==> src/rtl/sprite_render_pkg.sv <==
// sprite_render_pkg: shared screen, colour and sprite-geometry constants.
package sprite_render_pkg;
  localparam int COORD_WIDTH = 10;
  localparam int H_VISIBLE = 640;
  localparam int V_VISIBLE = 480;
  typedef logic [11:0] rgb444_t;
  localparam rgb444_t TRANSPARENT_KEY = 12'h0F0;
  localparam int SPRITE_W = 73;
  localparam int SPRITE_H = 65;
  localparam int SPRITE_FRAMES = 2;
  localparam int SPRITE_ANIM_DIV = 8;
endpackage

==> src/rtl/sprite_render_anim_ctrl.sv <==
// sprite_anim_ctrl: steps the animation frame every ANIM_DIV frame_start pulses
// and keeps the ROM base address of the current frame registered.
module sprite_anim_ctrl #(
  parameter int ADDR_WIDTH = 14,
  parameter int SPRITE_W = 73,
  parameter int SPRITE_H = 65,
  parameter int NUM_FRAMES = 2,
  parameter int ANIM_DIV = 8
) (
  input  logic                  clk,
  input  logic                  reset,
  input  logic                  frame_start,
  input  logic                  anim_en,
  output logic [ADDR_WIDTH-1:0] frame_base
);
  localparam int FW = NUM_FRAMES > 1 ? $clog2(NUM_FRAMES) : 1;
  localparam int CW = ANIM_DIV > 1 ? $clog2(ANIM_DIV) : 1;
  logic [CW-1:0] r_anim_cnt;
  logic [FW-1:0] r_frame_idx;
  logic          w_step;
  logic [FW-1:0] w_idx_nxt;
  assign w_step = frame_start && anim_en && r_anim_cnt == CW'(ANIM_DIV - 1);
  assign w_idx_nxt = w_step ? (r_frame_idx == FW'(NUM_FRAMES - 1) ? '0 : r_frame_idx + 1'b1) : r_frame_idx;
  always_ff @(posedge clk or posedge reset) begin
    if (reset) begin
      r_anim_cnt  <= '0;
      r_frame_idx <= '0;
      frame_base  <= '0;
    end else if (frame_start && anim_en) begin
      r_anim_cnt  <= w_step ? '0 : r_anim_cnt + 1'b1;
      r_frame_idx <= w_idx_nxt;
      frame_base  <= ADDR_WIDTH'(w_idx_nxt) * ADDR_WIDTH'(SPRITE_W * SPRITE_H);
    end
  end
endmodule

==> src/rtl/sprite_render.sv <==
// sprite_render: drives a registered sprite ROM from the scan position and
// realigns its data into a registered colour/hit pair three edges later.
module sprite_render
  import sprite_render_pkg::*;
#(
  parameter int      DATA_WIDTH      = 12,
  parameter int      ADDR_WIDTH      = 14,
  parameter int      COORD_WIDTH     = sprite_render_pkg::COORD_WIDTH,
  parameter int      SPRITE_W        = sprite_render_pkg::SPRITE_W,
  parameter int      SPRITE_H        = sprite_render_pkg::SPRITE_H,
  parameter int      NUM_FRAMES      = SPRITE_FRAMES,
  parameter int      ANIM_DIV        = SPRITE_ANIM_DIV,
  parameter rgb444_t TRANSPARENT_KEY = sprite_render_pkg::TRANSPARENT_KEY
) (
  input  logic                   clk,
  input  logic                   reset,
  input  logic [COORD_WIDTH-1:0] pixel_x,
  input  logic [COORD_WIDTH-1:0] pixel_y,
  input  logic                   frame_start,
  input  logic [COORD_WIDTH-1:0] pos_x,
  input  logic [COORD_WIDTH-1:0] pos_y,
  input  logic                   anim_en,
  output logic [ADDR_WIDTH-1:0]  rom_addr,
  input  logic [DATA_WIDTH-1:0]  rom_data,
  output logic [DATA_WIDTH-1:0]  rgb_o,
  output logic                   hit_o
);
  logic [COORD_WIDTH-1:0] r_pos_x, r_pos_y;
  logic [ADDR_WIDTH-1:0]  w_frame_base, w_addr;
  logic [COORD_WIDTH:0]   w_x_end, w_y_end;
  logic                   w_in_box, r_in_box_d1, r_in_box_d2, w_hit;
  sprite_anim_ctrl #(
    .ADDR_WIDTH(ADDR_WIDTH),
    .SPRITE_W(SPRITE_W),
    .SPRITE_H(SPRITE_H),
    .NUM_FRAMES(NUM_FRAMES),
    .ANIM_DIV(ANIM_DIV)
  ) u_anim (
    .clk(clk),
    .reset(reset),
    .frame_start(frame_start),
    .anim_en(anim_en),
    .frame_base(w_frame_base)
  );
  // One extra bit so a box hanging off the right/bottom edge never wraps.
  assign w_x_end = {1'b0, r_pos_x} + (COORD_WIDTH + 1)'(SPRITE_W);
  assign w_y_end = {1'b0, r_pos_y} + (COORD_WIDTH + 1)'(SPRITE_H);
  assign w_in_box = pixel_x >= r_pos_x && {1'b0, pixel_x} < w_x_end &&
                    pixel_y >= r_pos_y && {1'b0, pixel_y} < w_y_end;
  assign w_addr = w_in_box ? w_frame_base + ADDR_WIDTH'(pixel_y - r_pos_y) * ADDR_WIDTH'(SPRITE_W)
                             + ADDR_WIDTH'(pixel_x - r_pos_x) : '0;
  assign w_hit = r_in_box_d2 && rom_data != DATA_WIDTH'(TRANSPARENT_KEY);
  always_ff @(posedge clk or posedge reset) begin
    if (reset) begin
      r_pos_x     <= '0;
      r_pos_y     <= '0;
      rom_addr    <= '0;
      r_in_box_d1 <= 1'b0;
      r_in_box_d2 <= 1'b0;
      hit_o       <= 1'b0;
      rgb_o       <= '0;
    end else begin
      if (frame_start) begin
        r_pos_x <= pos_x;
        r_pos_y <= pos_y;
      end
      rom_addr    <= w_addr;
      r_in_box_d1 <= w_in_box;
      r_in_box_d2 <= r_in_box_d1;
      hit_o       <= w_hit;
      rgb_o       <= w_hit ? rom_data : '0;
    end
  end
endmodule

==> config.mk <==
export PLATFORM = sky130hd
export DESIGN_NAME = sprite_render
export DESIGN_NICKNAME = d
export VERILOG_FILES = /design/src/rtl/sprite_render_pkg.sv /design/src/rtl/sprite_render_anim_ctrl.sv /design/src/rtl/sprite_render.sv
export SDC_FILE = /design/constraint.sdc
export NUM_CORES = 1
export LEC_CHECK = 0
export ABC_AREA = 1
export BUFFER_PORTS_ARGS = -buffer_cell sky130_fd_sc_hd__buf_2
export CELL_PAD_IN_SITES_DETAIL_PLACEMENT = 1
export CELL_PAD_IN_SITES_GLOBAL_PLACEMENT = 1
export CORE_MARGIN = 2
export CORE_UTILIZATION = 25
export CTS_BUF_LIST = sky130_fd_sc_hd__clkbuf_4
export DETAILED_ROUTE_END_ITERATION = 8
export PLACE_DENSITY = 0.53
export SLEW_MARGIN = 20
export SYNTH_ARGS = -nofsm -noshare
export SYNTH_HDL_FRONTEND = slang
export SYNTH_SLANG_ARGS = --single-unit
==> constraint.sdc <==
create_clock -name clk -period 13.8 [get_ports clk]
set_input_delay 2.76 -clock clk [delete_from_list [all_inputs] [get_ports clk]]
set_output_delay 2.76 -clock clk [all_outputs]
set_load 0.05 [all_outputs]
==> results.py, run 1 <==
metrics = {
    "global_routing": {
        "grt_max_degree": 54,
        "antenna_found_initial": 0,
        "grt_pass1_wl_mm": 21.69,
        "track_usage_pct": 12.04,
        "grt_overflow": 0,
        "grt_pass1_vias": 4612,
    },
    "sta": {
        "slew_headroom_pct": 55.56,
        "slew_viol_final": 0,
        "finalSetupTns_ps": 0,
        "min_period_ps": 7202,
        "fin_worst_skew_ps": 26.96,
        "fmax_ghz": 0.1389,
        "worst_pin_slew_ps": 666.7,
        "setup_viol": 0,
        "rsz0062_at_grt": "false",
        "finalHoldViolCount": 0,
        "period_share_pct": 52.19,
    },
    "logic_synthesis": {
        "synth_nets": 831,
        "synth.avg_cell_area_um2": 8.030,
        "synth_area_um2": 5268,
        "synthTopCellsByArea": "dfrtp_1, ha_1, nand2_1",
        "yosysSeqAreaShare_pct": 25.18,
        "synth_top_area_share_pct": 25.18,
        "synth_top_cell_by_area": "dfrtp_1",
        "ys_ff_latch": 53,
        "synth_cell_type_count": 34,
        "yosys_warnings": 0,
        "netlist_instances": 656,
    },
    "finish": {
        "multiInputGateArea_um2": 3483,
        "nFillCells": 2614,
        "mostFrequentLayoutCell": "nand2_1",
        "antenna_cells": 0,
        "finalNonFillerCells": 1016,
        "final_cell_mix": "nand2_1, inv_1, ha_1",
        "nets": 915,
        "areaGrowthSynthToFinish_pct": 15.08,
        "ff_latch_area_um2": 1326,
        "drive_gt1_share_pct": 14.30,
    },
    "critical_path": {
        "endpoint_kind": "flip-flop",
        "cp-start-kind": "input pin",
        "cp_max_fo": 3,
        "cpMaxStageDelayCell": "fa_1",
        "r2r_slack_ps": 8580,
        "timing.rr.start": "r_pos_y[6]$_DFFE_PP0P_",
        "cpPeakStageDelay_ps": 490,
        "required_ps": 14120,
        "r2r_end": "rom_addr[10]$_DFF_PP0_",
        "critPathMostFrequentCell": "ha_1",
        "cp.arrival_ps": 7520,
        "rr_worst_depth": 18,
        "setup.worst_path.class": "input pin to flip-flop",
    },
    "place": {
        "place_congestion": 0.8235,
        "port_buffers": 82,
        "dp.cells": 1008,
        "dp_hpwl_mm": 11.30,
    },
    "route": {
        "drc": 0,
        "wl_mm": 12.91,
        "viasPerCell": 4.318,
        "drt.antenna.violating_nets": 0,
        "drtIter0Drc": 127,
        "drtPass1Iterations": 4,
        "vias": 4387,
        "wl_per_cell_um": 12.71,
    },
    "floorplan": {
        "die_width_um": 149.2,
        "start_util_pct": 25.30,
        "die-area_um2": 22250,
        "die_h_um": 149.2,
        "core.rowCount": 53,
        "core_area_um2": 20820,
        "pin_count": 83,
    },
    "cts": {
        "cts_tree": "done",
        "cts_max_level": 2,
        "clk_latency_ps": 440,
        "clk_path_buf_depth": 2,
        "cts.clk_slew.worst_paths_ps": 180,
        "post_cts.repair.setup_buffers": 0,
        "numCtsBuffers": 5,
        "clock-sinks": 53,
        "cts_hold_buf": 0,
        "ctsResizeCount": 0,
        "root_buffer": "clkbuf_4",
    },
    "min_path": {
        "holdCritStartpoint": "r_in_box_d1$_DFF_PP0_",
        "hold_depth": 0,
        "min_to": "r_in_box_d2$_DFF_PP0_",
        "min_path_type": "flip-flop to flip-flop",
    },
    "flow_run": {
        "max_cap_violations": 0,
    },
    "status": {
        "status": "finished clean",
    },
}
-- kinds of logic after synthesis --
| family | Yosys count | share of synthesized area (%) |
|---|---|---|
| simple gates | 241 | 19.43 |
| compound gates | 82 | 8.622 |
| flops | 53 | 25.18 |
| fa+ha+maj | 119 | 31.26 |
| buf+inv | 120 | 8.694 |
| xor+xnor | 41 | 6.817 |
-- Yosys cell counts, drive strengths merged --
| master | instances |
|---|---|
| a21o | 7 |
| a21oi | 29 |
| a31oi | 3 |
| buf | 1 |
| clkbuf | 5 |
| dfrtp | 53 |
| fa | 21 |
| ha | 98 |
| inv | 114 |
| nand2 | 132 |
| nand3 | 27 |
| nand3b | 2 |
| nand4 | 8 |
| nor2 | 59 |
| nor3 | 9 |
| nor3b | 1 |
| nor4 | 2 |
| o2111ai | 1 |
| o211ai | 1 |
| o21a | 1 |
| o21ai | 38 |
| o21bai | 1 |
| o311ai | 1 |
| or2 | 1 |
| xnor2 | 11 |
| xor2 | 30 |
-- worst max-delay path, delay by kind of cell --
kind            cells  cell delay [ps]
fa+ha+maj           8             2760
buf+inv             5              400
compound gates      4              700
xor+xnor            1              180
simple gates        7              710
-- state kept, by name (all words and copies together), names as in the netlist --
name / flops
r_in_box_d1: 1
u_anim.r_anim_cnt: 3
u_anim.frame_base: 1
r_in_box_d2: 1
r_pos_y: 10
rgb_o: 12
hit_o: 1
r_pos_x: 10
rom_addr: 14
-- metrics by stage --
stage	area, µm²	util, %	setup WS, ps	hold WS (ps)
6_report	6062	29.11	6598	375.5
5_1_grt	6062	29.11	6230	386.4
4_1_cts	6062	29.11	6575	381.1
3_5_place_dp	6000	28.81	6099	340.9
3_3_place_gp	6000	28.81	6183	332.7
2_1_floorplan	5268	-	6671	331.2
-- metal layers --
metal / GRT usage, % / vias to the layer above / share of wire (%) / routed length, µm
met5: 0 / - / 0 / 0
met4: 2.286 / 0 / 0.77 / 99
met3: 2.202 / 8 / 3.3 / 423
met2: 20.88 / 60 / 48 / 6188
met1: 15.75 / 2048 / 48 / 6200
li1: - / 2271 / - / -
-- layout make-up --
type,count,area share (%)
clock inverters,3,0.4128
inverters,114,7.059
repair buffers,83,6.894
well taps,275,5.676
multi-input cells,483,57.46
flip-flops and latches,53,21.88
clock buffers,5,0.6192
-- worst max-delay path by stage --
stage / from / to / slack [ps] / cells after the start
final: pixel_x[0] / rom_addr[12]$_DFF_PP0_ / 6600 / 25
after global routing: pixel_x[0] / rom_addr[12]$_DFF_PP0_ / 6230 / 25
after CTS: pixel_x[0] / rom_addr[12]$_DFF_PP0_ / 6570 / 25
after detailed placement: pixel_x[0] / rom_addr[12]$_DFF_PP0_ / 6100 / 25
after global placement: pixel_x[2] / rom_addr[10]$_DFF_PP0_ / 6180 / 21
after floorplan: pixel_x[0] / rom_addr[10]$_DFF_PP0_ / 6670 / 21
Power of run 1 is left out: the tool's default activity adds up to more than one toggle a clock period on the data nets, which glitch-free logic cannot reach.
==> run 2, diff against run 1 <==
ABC_AREA = 0   (was 1)
PLACE_DENSITY = 0.54   (was 0.53)
clock period = 6.6 ns   (was 13.8 ns; I/O delays follow)
==> run 2 against run 1 <==
  * Via count down 10%
  * Global-route usage is 0.42 points lower
  * Synthesized cell count shrank 21%
  * Non-clock buffer count is 5 higher
  * Final cell count fell by 14%
  * Critical path depth fell by 3
  * Area after synthesis down 4.4%
  * Critical endpoint is now rom_addr[13]$_DFF_PP0_
==> results.py, run 2 <==
metrics = {
    "finish": {
        "mostFrequentLayoutCell": "ha_1",
        "finalNonFillerCells": 873,
        "areaGrowthSynthToFinish_pct": 16.18,
        "final_cell_mix": "ha_1, buf_2, inv_1",
        "design_area_um2": 5848,
        "drive_gt1_share_pct": 18.75,
        "final_core_util_pct": 29.85,
        "regMostFlops": "rom_addr",
        "antenna_cells": 0,
        "top_regs": "rom_addr (14), rgb_o (12)",
        "nets": 782,
        "nFillCells": 2337,
        "largest_reg_flops": 14,
    },
    "floorplan": {
        "core_area_um2": 19590,
        "die_h_um": 145.9,
        "pin_count": 83,
        "die_width_um": 145.9,
        "start_util_pct": 25.69,
        "core.rowCount": 51,
        "die-area_um2": 21290,
    },
    "cts": {
        "clk_path_buf_depth": 2,
        "clk_latency_ps": 440,
        "root_buffer": "clkbuf_4",
        "cts_max_level": 2,
        "numCtsBuffers": 5,
        "cts_hold_buf": 0,
        "post_cts.repair.setup_buffers": 0,
        "cts.clk_slew.worst_paths_ps": 200,
        "ctsResizeCount": 0,
        "cts_tree": "done",
        "clock-sinks": 53,
    },
    "logic_synthesis": {
        "yosysSeqAreaShare_pct": 26.35,
        "synthTopCellsByArea": "dfrtp_1, ha_1, fa_1",
        "synth.most_common_cell": "ha_1",
        "synth.avg_cell_area_um2": 9.717,
        "synth_cell_type_count": 53,
        "synthTopCellsByCount": "ha_1, inv_1, dfrtp_1, xnor2_1, o21ai_0",
        "synth-async-reset-ratio_pct": 100.0,
        "ys_ff_latch": 53,
        "yosys_warnings": 0,
        "synth_area_um2": 5034,
        "synth_nets": 693,
        "synth_top_area_share_pct": 26.35,
        "synth-main-ff-cell": "dfrtp_1",
        "synth_edf_count": 0,
        "synth_top_cell_by_area": "dfrtp_1",
        "netlist_instances": 518,
    },
    "place": {
        "place_congestion": 0.8158,
        "port_buffers": 82,
        "dpl_cell_area_um2": 5789,
        "dp_hpwl_mm": 10.26,
        "dp.cells": 865,
    },
    "global_routing": {
        "grt_pass1_vias": 4211,
        "met1_usage_pct": 15.10,
        "grt_util_met3_pct": 2.414,
        "antenna_found_initial": 0,
        "grt-busiest-layer": "met2",
        "grt_pass1_wl_mm": 20.45,
        "grt_overflow": 0,
        "grt_max_degree": 54,
        "track_usage_pct": 11.61,
        "grt.met2_usage_pct": 19.95,
    },
    "sta": {
        "finalHoldViolCount": 0,
        "fmax_ghz": 0.1639,
        "slew_viol_final": 0,
        "fin_worst_skew_ps": 30.86,
        "worst_pin_slew_ps": 849.6,
        "slew_headroom_pct": 42.93,
        "period_share_pct": 92.42,
        "rsz0062_at_grt": "false",
        "setup_viol": 0,
        "finalSetupTns_ps": 0,
        "min_period_ps": 6100,
    },
    "status": {
        "status": "finished clean",
    },
    "power_and_ir_drop": {
        "power_mw": 3.072,
        "ir_worst_vdd_uv": 367.0,
        "powerDensity_nw_per_um2": 525.3,
        "leakage_nw": 2.967,
    },
    "route": {
        "vias": 3932,
        "drtPass1Iterations": 4,
        "wl_per_cell_um": 13.81,
        "drc": 0,
        "wl_mm": 12.05,
        "drt.antenna.violating_nets": 0,
        "drtIter0Drc": 96,
        "viasPerCell": 4.504,
    },
    "critical_path": {
        "r2r_slack_ps": 1080,
        "crit_path_start": "pixel_y[0]",
        "r2r_end": "rom_addr[13]$_DFF_PP0_",
        "required_ps": 6930,
        "rr_worst_depth": 22,
        "cp.arrival_ps": 6430,
        "setup.worst_path.class": "input pin to flip-flop",
        "cp-start-kind": "input pin",
        "endpoint_kind": "flip-flop",
        "timing.rr.start": "r_pos_y[1]$_DFFE_PP0P_",
        "cp_max_fo": 3,
    },
    "min_path": {
        "min_to": "r_in_box_d2$_DFF_PP0_",
        "min_path_type": "flip-flop to flip-flop",
        "holdCritStartpoint": "r_in_box_d1$_DFF_PP0_",
        "hold_depth": 0,
    },
    "flow_run": {
        "max_cap_violations": 0,
    },
}
run 2: cell types whose count changed after synthesis, moves of 20 or more:
cell     delta
nand2_1    -97
inv_1      -58
nor2_1     -32
xnor2_1    +26
and2_1     +24
xor2_1     -24
nand3_1    -20
run 2: power by group:
| group | switching (mW) | internal (mW) | leakage (nW) |
|---|---|---|---|
| Combinational | 1.35 | 1.15 | 2.24 |
| Sequential | 0.0307 | 0.372 | 0.694 |
| Clock | 0.125 | 0.0424 | 0.0316 |
| Total | 1.50 | 1.57 | 2.97 |
run 2: worst max path at each step:
stage | cells after the start | endpoint | slack [ps]
floorplan | 21 | rom_addr[13]$_DFF_PP0_ | 390
global placement | 22 | rom_addr[13]$_DFF_PP0_ | 50
detailed placement | 22 | rom_addr[13]$_DFF_PP0_ | 10
CTS | 22 | rom_addr[13]$_DFF_PP0_ | 470
global route | 23 | rom_addr[13]$_DFF_PP0_ | 110
finish | 22 | rom_addr[13]$_DFF_PP0_ | 500
run 2: routing by layer:
layer	vias to the layer above	wire length, µm	share of wire [%]
li1	1966	-	-
met4	0	102	0.85
met5	-	0	0
met3	9	567	4.7
met2	72	5726	48
met1	1885	5657	47
run 2: logic make-up after synthesis:
group / share of synthesized area (%)
AND/OR/NAND/NOR: 13.32
adder cells (fa/ha/maj): 32.71
AO/OA/AOI/OAI: 13.87
flip-flops: 26.35
buffers and inverters: 4.946
XOR/XNOR: 8.576
multiplexers: 0.2237
run 2: through the flow:
step / hold slack [ps] / worst slack, ps
floorplan: 331.2 / 388.7
finish: 402.0 / 500.0
CTS: 408.4 / 470.7
detailed placement: 336.3 / 12.74
global placement: 334.0 / 49.74
global route: 432.1 / 109.1
run 2: final cells by class:
| class | instances | area [µm²] | share of cell area [%] |
|---|---|---|---|
| Inverter | 58 | 217.7 | 3.723 |
| Sequential cell | 53 | 1326 | 22.68 |
| Clock buffer | 5 | 37.54 | 0.6418 |
| Timing Repair Buffer | 88 | 455.4 | 7.788 |
| Tap cell | 265 | 331.6 | 5.670 |
| Clock inverter | 3 | 21.27 | 0.3637 |
| Multi-Input combinational cell | 401 | 3458 | 59.14 |
run 2: critical path: stages:
cell and delay (ps):
buf_2 100, inv_1 90, ha_1 150, inv_1 50, fa_1 390, a211oi_1 220
o21bai_1 120, a21oi_2 220, o21bai_1 90, a21oi_1 180, xnor2_1 180, ha_1 280
ha_1 320, fa_1 460, fa_1 500, ha_1 310, ha_1 220, or4_4 540
a41oi_2 230, o21ai_0 130, xnor3_1 170, and2_1 160
Note: power is estimated with default switching activity, not from simulation.
